$ cat src/rtl/bc_input_port.sv
// Serial 8N1 receiver feeding the Basic Computer input register (INPR) and flag (FGI).
// Detects frame errors and overruns; the controller clears FGI with inp_ack.
//
//   state   | meaning
//   IDLE    | line idle, waiting for a falling edge on the synchronized line
//   START   | counting half a bit, then confirming the start bit
//   DATA    | sampling DATA_W bits at bit centres, LSB first
//   STOP    | waiting for the stop-bit sample; accept or flag a frame error
//   RECOVER | line held low after a bad stop bit; wait for idle-high
module bc_input_port #(
  parameter int CLKS_PER_BIT = 16,
  parameter int DATA_W       = 8
) (
  input  logic              clk,
  input  logic              rst_n,
  input  logic              rx,
  input  logic              inp_ack,
  input  logic              err_clr,
  output logic [DATA_W-1:0] INPR,
  output logic              FGI,
  output logic              frame_err,
  output logic              overrun
);

  localparam int CW = $clog2(CLKS_PER_BIT);
  localparam int BW = (DATA_W > 1) ? $clog2(DATA_W) : 1;
  localparam logic [CW-1:0] HALF_TC  = CW'(CLKS_PER_BIT / 2 - 1);
  localparam logic [CW-1:0] BIT_TC   = CW'(CLKS_PER_BIT - 1);
  localparam logic [BW-1:0] LAST_BIT = BW'(DATA_W - 1);

  typedef enum logic [2:0] {
    IDLE    = 3'd0,
    START   = 3'd1,
    DATA    = 3'd2,
    STOP    = 3'd3,
    RECOVER = 3'd4
  } state_t;

  state_t            state, state_nxt;
  logic              rx_s1, rs;
  logic [CW-1:0]     cnt, cnt_nxt;
  logic [BW-1:0]     bit_idx, bit_nxt;
  logic [DATA_W-1:0] shift, shift_nxt;
  logic              stop_good, stop_bad, tc;
  logic              load, drop;

  always_ff @(posedge clk or negedge rst_n) begin
    if (!rst_n) begin
      rx_s1 <= 1'b1;
      rs    <= 1'b1;
    end else begin
      rx_s1 <= rx;
      rs    <= rx_s1;
    end
  end

  always_ff @(posedge clk or negedge rst_n) begin
    if (!rst_n) begin
      state   <= IDLE;
      cnt     <= '0;
      bit_idx <= '0;
      shift   <= '0;
    end else begin
      state   <= state_nxt;
      cnt     <= cnt_nxt;
      bit_idx <= bit_nxt;
      shift   <= shift_nxt;
    end
  end

  assign tc = (cnt == '0);

  always_comb begin
    state_nxt = state;
    cnt_nxt   = cnt;
    bit_nxt   = bit_idx;
    shift_nxt = shift;
    stop_good = 1'b0;
    stop_bad  = 1'b0;
    case (state)
      IDLE: begin
        if (!rs) begin
          state_nxt = START;
          cnt_nxt   = HALF_TC;
        end
      end
      START: begin
        if (tc) begin
          if (rs) begin
            state_nxt = IDLE;
          end else begin
            state_nxt = DATA;
            cnt_nxt   = BIT_TC;
            bit_nxt   = '0;
          end
        end else begin
          cnt_nxt = cnt - 1'b1;
        end
      end
      DATA: begin
        if (tc) begin
          shift_nxt = {rs, shift[DATA_W-1:1]};
          cnt_nxt   = BIT_TC;
          bit_nxt   = bit_idx + 1'b1;
          if (bit_idx == LAST_BIT) state_nxt = STOP;
        end else begin
          cnt_nxt = cnt - 1'b1;
        end
      end
      STOP: begin
        if (tc) begin
          if (rs) begin
            stop_good = 1'b1;
            state_nxt = IDLE;
          end else begin
            stop_bad  = 1'b1;
            state_nxt = RECOVER;
          end
        end else begin
          cnt_nxt = cnt - 1'b1;
        end
      end
      RECOVER: begin
        if (rs) state_nxt = IDLE;
      end
      default: state_nxt = IDLE;
    endcase
  end

  // A coincident inp_ack frees INPR in the same cycle, so the new byte is taken.
  assign load = stop_good && (!FGI || inp_ack);
  assign drop = stop_good && FGI && !inp_ack;

  always_ff @(posedge clk or negedge rst_n) begin
    if (!rst_n) begin
      INPR      <= '0;
      FGI       <= 1'b0;
      frame_err <= 1'b0;
      overrun   <= 1'b0;
    end else begin
      if (load) begin
        INPR <= shift;
        FGI  <= 1'b1;
      end else if (inp_ack) begin
        FGI <= 1'b0;
      end

      if (stop_bad)     frame_err <= 1'b1;
      else if (err_clr) frame_err <= 1'b0;

      if (drop)         overrun <= 1'b1;
      else if (err_clr) overrun <= 1'b0;
    end
  end

endmodule

$ cat config.mk
export PLATFORM = sky130hd
export DESIGN_NAME = bc_input_port
export DESIGN_NICKNAME = d
export VERILOG_FILES = /design/src/rtl/bc_input_port.sv
export SDC_FILE = /design/constraint.sdc
export NUM_CORES = 1
export LEC_CHECK = 0
export CORE_MARGIN = 2
export CORE_UTILIZATION = 45
export DETAILED_ROUTE_END_ITERATION = 16
export PLACE_DENSITY = 0.65
export SLEW_MARGIN = 0
export SYNTH_ARGS = -nofsm -noshare
export SYNTH_HDL_FRONTEND = slang
export SYNTH_SLANG_ARGS = --single-unit
$ cat constraint.sdc
create_clock -name clk -period 2.26 [get_ports clk]
set_input_delay 0.565 -clock clk [delete_from_list [all_inputs] [get_ports clk]]
set_output_delay 0.565 -clock clk [all_outputs]
set_load 0.005 [all_outputs]
==> metrics, run 1 <==
Placer Congestion=0.694; Worst Setup Path Type=reg2reg; dpl ws=334 ps; #FFs+latches synth=31; area share of the largest cell type after synthesis=53.2%; Die X-Extent=59.1 um; clk root buf=clkbuf_4; status=completed; antenna violations before repair=0; Fmax=531 MHz; most frequent cells in the layout=dfrtp_1 (29), nand2_1 (29), clkdlybuf4s50_1 (15); Max Cap Viol=0; overall global routing resource usage=15.6%; DR vias/cell=5.26; antenna viol nets, final=0; clk_skew=around 4.6 ps; Fill cells=between 200 and 300; Max VDD drop=roughly 0.00039 V; RSZ-0062 raised after global routing=no; depth of the CTS H-tree=2; type of origin of the critical path=register; net count of the mapped netlist=132; Final Slew Violations=0; layout cells sized above 1=17.6%; CTS tree=yes; placed insts=166; number of synthesized flops with an enable pin=0; final setup fails=0; CTS hold repair buffers=0; hpwl dp=1540 um; Die Y=59.1 um; Syn Area/Cell=11.0 sq um; cts repair resizes=0; Final Hold Fails=0; final setup TNS=0 ps; register area share after synthesis=between 50% and 60%; Leakage=0.778 nW; Arr. time, crit path=2100 ps; Top-Level Pins=16; area grow syn2layout=16.1%; first-pass GRT wire length=3920 um; Core Region=2830 sq um; Pre-antenna DRT Iters=4; slew margin rel.=about three quarters; main area contributors after synthesis=dfrtp_1 (53%), nand2_1 (8.0%), mux2_2 (7.4%); DR iter-0 viols=20; vias in the first global route=887; Synth async-reset ratio=100%; post-route setup slack=375 ps; # diodes=0; Num CTS Buffers=5; Critical Path Fanout Max=8; ys flop type=dfrtp_1; Worst-path clk slew=approximately 90 ps; Hold WC Path Type=reg2reg; aggregate global routing overflow=0; I/O Buffers=15; actual slew at the worst max-slew pin=374 ps; Post-CTS Setup Bufs=0; crit path time final=around 1900 ps; synth unique cells=31; Mapped Cells=124; FP Rows=19; WL per Instance=13.1 um; FF+latch area=778 sq um; Synth warnings=0; critical path required time=2480 ps; area of the multi-input gates=between 500 and 600 sq um; fin nets=150; Mapped Area=1360 sq um; Initial Utilization=approximately half; period utilisation layout=a little over four fifths; nature of the critical path endpoint=register; Routed WL=roughly 2300 um; pwr dens=875 nW/um^2; via count=slightly above 900; clock latency on the worst-skew pair=330 ps; CTS sink count=31; largest net degree at the start of global routing=32; # DRC=0; final std cells w/o fill=173; die area=3490 sq um; Longest Clk Path Bufs=2; Yosys top cell by area=dfrtp_1
[routing by layer]
layer	part of all wire [%]	GRT usage (%)
met5	0	0
met4	1.9	6.82
met3	4.1	6.77
met2	44	23.3
met1	50	19.8
[cell families after synthesis]
family	Yosys count	share of synthesized area [%]
flip-flops	31	57.1
AO/OA/AOI/OAI	19	10.0
adder cells (fa/ha/maj)	3	2.75
multiplexers	10	8.17
AND/OR/NAND/NOR	49	17.2
buffers and inverters	12	4.86
[state kept, by name, summed over array words and instances (netlist names)]
name / flops
bit_idx: 3
rx_s1: 1
shift: 8
overrun: 1
cnt: 4
frame_err: 1
rs: 1
INPR: 8
FGI: 1
state: 3
[critical path, cell delays in order, from the launching register on]
cell and delay (ps):
dfrtp_1 410, inv_1 90, ha_1 210, nor3b_2 230, nand4_1 170, nor2b_1 140, buf_4 180, mux2_2 350
[stage by stage]
step                total power [mW]  hold slack, ps  utilization (%)  cell area (sq um)
floorplan                       1.01             269                -               1360
global placement                1.06             347             54.0               1530
detailed placement              1.08             347             54.0               1530
CTS                             1.41             361             56.0               1580
global route                    1.49             365             56.0               1580
finish                          1.39             360             56.0               1580
[final cells by class]
cell class	instances	share of cell area, %
Clock buffer	6	3.24
Clock inverter	1	0.316
Inverter	5	1.18
Multi-Input combinational cell	81	32.8
Sequential cell	31	49.1
Tap cell	31	2.45
Timing Repair Buffer	18	10.9
[where the power goes]
part           leakage (nW)  total [mW]  internal, mW  switching, mW
Clock                0.0341       0.326         0.144          0.182
Combinational         0.335       0.328         0.177          0.151
Sequential            0.409       0.731         0.637         0.0947
[final timing paths]
path | depth (start not counted) | start | end | slack (ps)
setup / recovery | 7 | cnt[0]$_DFFE_PN0P_ | INPR[6]$_DFFE_PN0P_ | 380
hold reg to reg | 0 | rx_s1$_DFF_PN1_ | rs$_DFF_PN1_ | 360
max in group asynchronous | 2 | rst_n | rx_s1$_DFF_PN1_ | 1330
hold / removal | 0 | rx_s1$_DFF_PN1_ | rs$_DFF_PN1_ | 360
setup reg to reg | 7 | cnt[0]$_DFFE_PN0P_ | INPR[6]$_DFFE_PN0P_ | 380
min in group asynchronous | 2 | rst_n | cnt[1]$_DFFE_PN0P_ | 620
[synth_stat cells, types with 2 or more instances]
master	instances
dfrtp_1	29
nand2_1	29
mux2_2	9
nor2_1	6
buf_2	5
inv_1	5
a21oi_1	4
nor2b_1	4
ha_1	3
o21ai_0	3
a22o_1	2
a2bb2oi_1	2
buf_6	2
dfstp_2	2
o21a_1	2
o22ai_1	2
Note: power is estimated with default switching activity, not from simulation.
==> run 2: changes to the inputs <==
- PLACE_DENSITY: 0.65 -> 0.68
- clock period: 2.26 -> 1.5 ns (I/O delays scaled with it)
==> metrics, run 2 (synthesized netlist as in run 1, its figures left out) <==
status=finished, violations left; violated checks=negative setup slack; layout cells sized above 1=32.5%; actual slew at the worst max-slew pin=285 ps; clk root buf=clkbuf_4; aggregate global routing overflow=0; Initial Utilization=between 40% and 50%; Top Registers=INPR: 8 flops, shift: 8 flops, cnt: 4 flops; Final Cell Area=1830 sq um; depth of the CTS H-tree=2; CTS tree=yes; Longest Clk Path Bufs=2; Final Hold Fails=0; Arr. time, crit path=between 1500 and 2000 ps; nature of the critical path endpoint=register; critical path required time=1710 ps; dpl ws=-260 ps; final setup fails=18; antenna viol nets, final=0; fin nets=between 150 and 200; # diodes=0; largest net degree at the start of global routing=32; overall global routing resource usage=17.3%; final std cells w/o fill=197; Fill cells=225; final setup TNS=-2000 ps; WL per Instance=12.6 um; most frequent cells in the layout=dfrtp_1 (29), nand2_1 (29), buf_4 (25); Hold WC Path Type=reg2reg; vias in the first global route=1023; FP Rows=19; placed insts=182; via count=1015; first-pass GRT wire length=4510 um; Max Cap Viol=0; Routed WL=2480 um; critical path's largest stage delay=400 ps; Die Y=59.1 um; # DRC=0; DR iter-0 viols=27; die area=3490 sq um; area grow syn2layout=34.5%; slew margin rel.=80.7%; Fmax=586 MHz; CTS sink count=31; Leakage=0.965 nW; post-route setup slack=-205 ps; Worst-path clk slew=90 ps; Design Power=2.38 mW; Core Region=2830 sq um; crit path time final=1710 ps; Die X-Extent=59.1 um; Final Slew Violations=0; Post-DP Area=roughly 1700 sq um; I/O Buffers=15; Worst Setup Path Type=reg2reg; crit path cell chain=inv_2 > ha_4 > nor3b_4 > nand4_1 > nor2b_1 > buf_6 > mux2_4; Critical Path Fanout Max=8; Max VDD drop=0.000674 V; period utilisation layout=114%; Pre-antenna DRT Iters=4; pwr dens=1300 nW/um^2; antenna violations before repair=0; crit path max-delay cell type=dfrtp_1; RSZ-0062 raised after global routing=yes; type of origin of the critical path=register; CTS hold repair buffers=0; hpwl dp=1670 um; Top-Level Pins=16; Hold Slack=359 ps; Placer Congestion=0.786; clk_skew=4.98 ps; clock latency on the worst-skew pair=320 ps; Num CTS Buffers=5; post-layout util=64.8%; DR vias/cell=around 5.2
-- run 2: cell count changes in the layout (fill, tap and decap cells not counted), moves of 8 or more --
cell and change:
dlygate4sd2_1 +11, buf_4 +22, clkdlybuf4s50_1 -11, mux2_2 -8, mux2_4 +8
-- run 2: power breakdown --
group	switching (mW)	internal (mW)
Combinational	0.370	0.480
Sequential	0.0944	0.960
Clock	0.260	0.217
-- run 2: what timing repair did --
| action | in CTS | in global routing |
|---|---|---|
| setup endpoints to repair | 31 | 24 |
| pin swaps | 3 | 2 |
| setup buffers | 6 | 2 |
| gates resized for setup | 23 | 2 |
-- run 2: critical path, delay by kind of cell, from the launching register on --
family | cells | cell delay, ps
adder cells (fa/ha/maj) | 1 | 130
buffers and inverters | 2 | 270
flip-flops | 1 | 400
multiplexers | 1 | 310
AND/OR/NAND/NOR | 3 | 480
-- run 2: per-layer routing --
layer	track usage, %	share of wire, %
met4	3.90	0.40
met3	5.90	5.0
met5	0	0
met1	23.1	46
met2	27.5	48
-- run 2: worst paths after layout --
| kind | start | to | slack [ps] | depth (start not counted) |
|---|---|---|---|---|
| max | cnt[1]$_DFFE_PN0P_ | INPR[4]$_DFFE_PN0P_ | -210 | 7 |
| min | rx_s1$_DFF_PN1_ | rs$_DFF_PN1_ | 360 | 0 |
| max reg2reg | cnt[1]$_DFFE_PN0P_ | INPR[4]$_DFFE_PN0P_ | -210 | 7 |
| min reg2reg | rx_s1$_DFF_PN1_ | rs$_DFF_PN1_ | 360 | 0 |
| max in group asynchronous | rst_n | rx_s1$_DFF_PN1_ | 850 | 2 |
| min in group asynchronous | rst_n | cnt[3]$_DFFE_PN0P_ | 410 | 2 |
-- run 2: area by class of cell --
cell class / instances / area, sq um / share of cell area (%)
Sequential cell: 31 / 778 / 42.4
Multi-Input combinational cell: 81 / 587 / 32.0
Timing Repair Buffer: 42 / 355 / 19.4
Clock buffer: 6 / 51.3 / 2.80
Tap cell: 31 / 38.8 / 2.11
Inverter: 5 / 18.8 / 1.02
Clock inverter: 1 / 5.00 / 0.273
==> run 3: changes to the inputs <==
- SLEW_MARGIN: 0 -> 10
==> results of run 3 <==
Same layout as run 2: the final DEF is identical, and so are final timing and power.
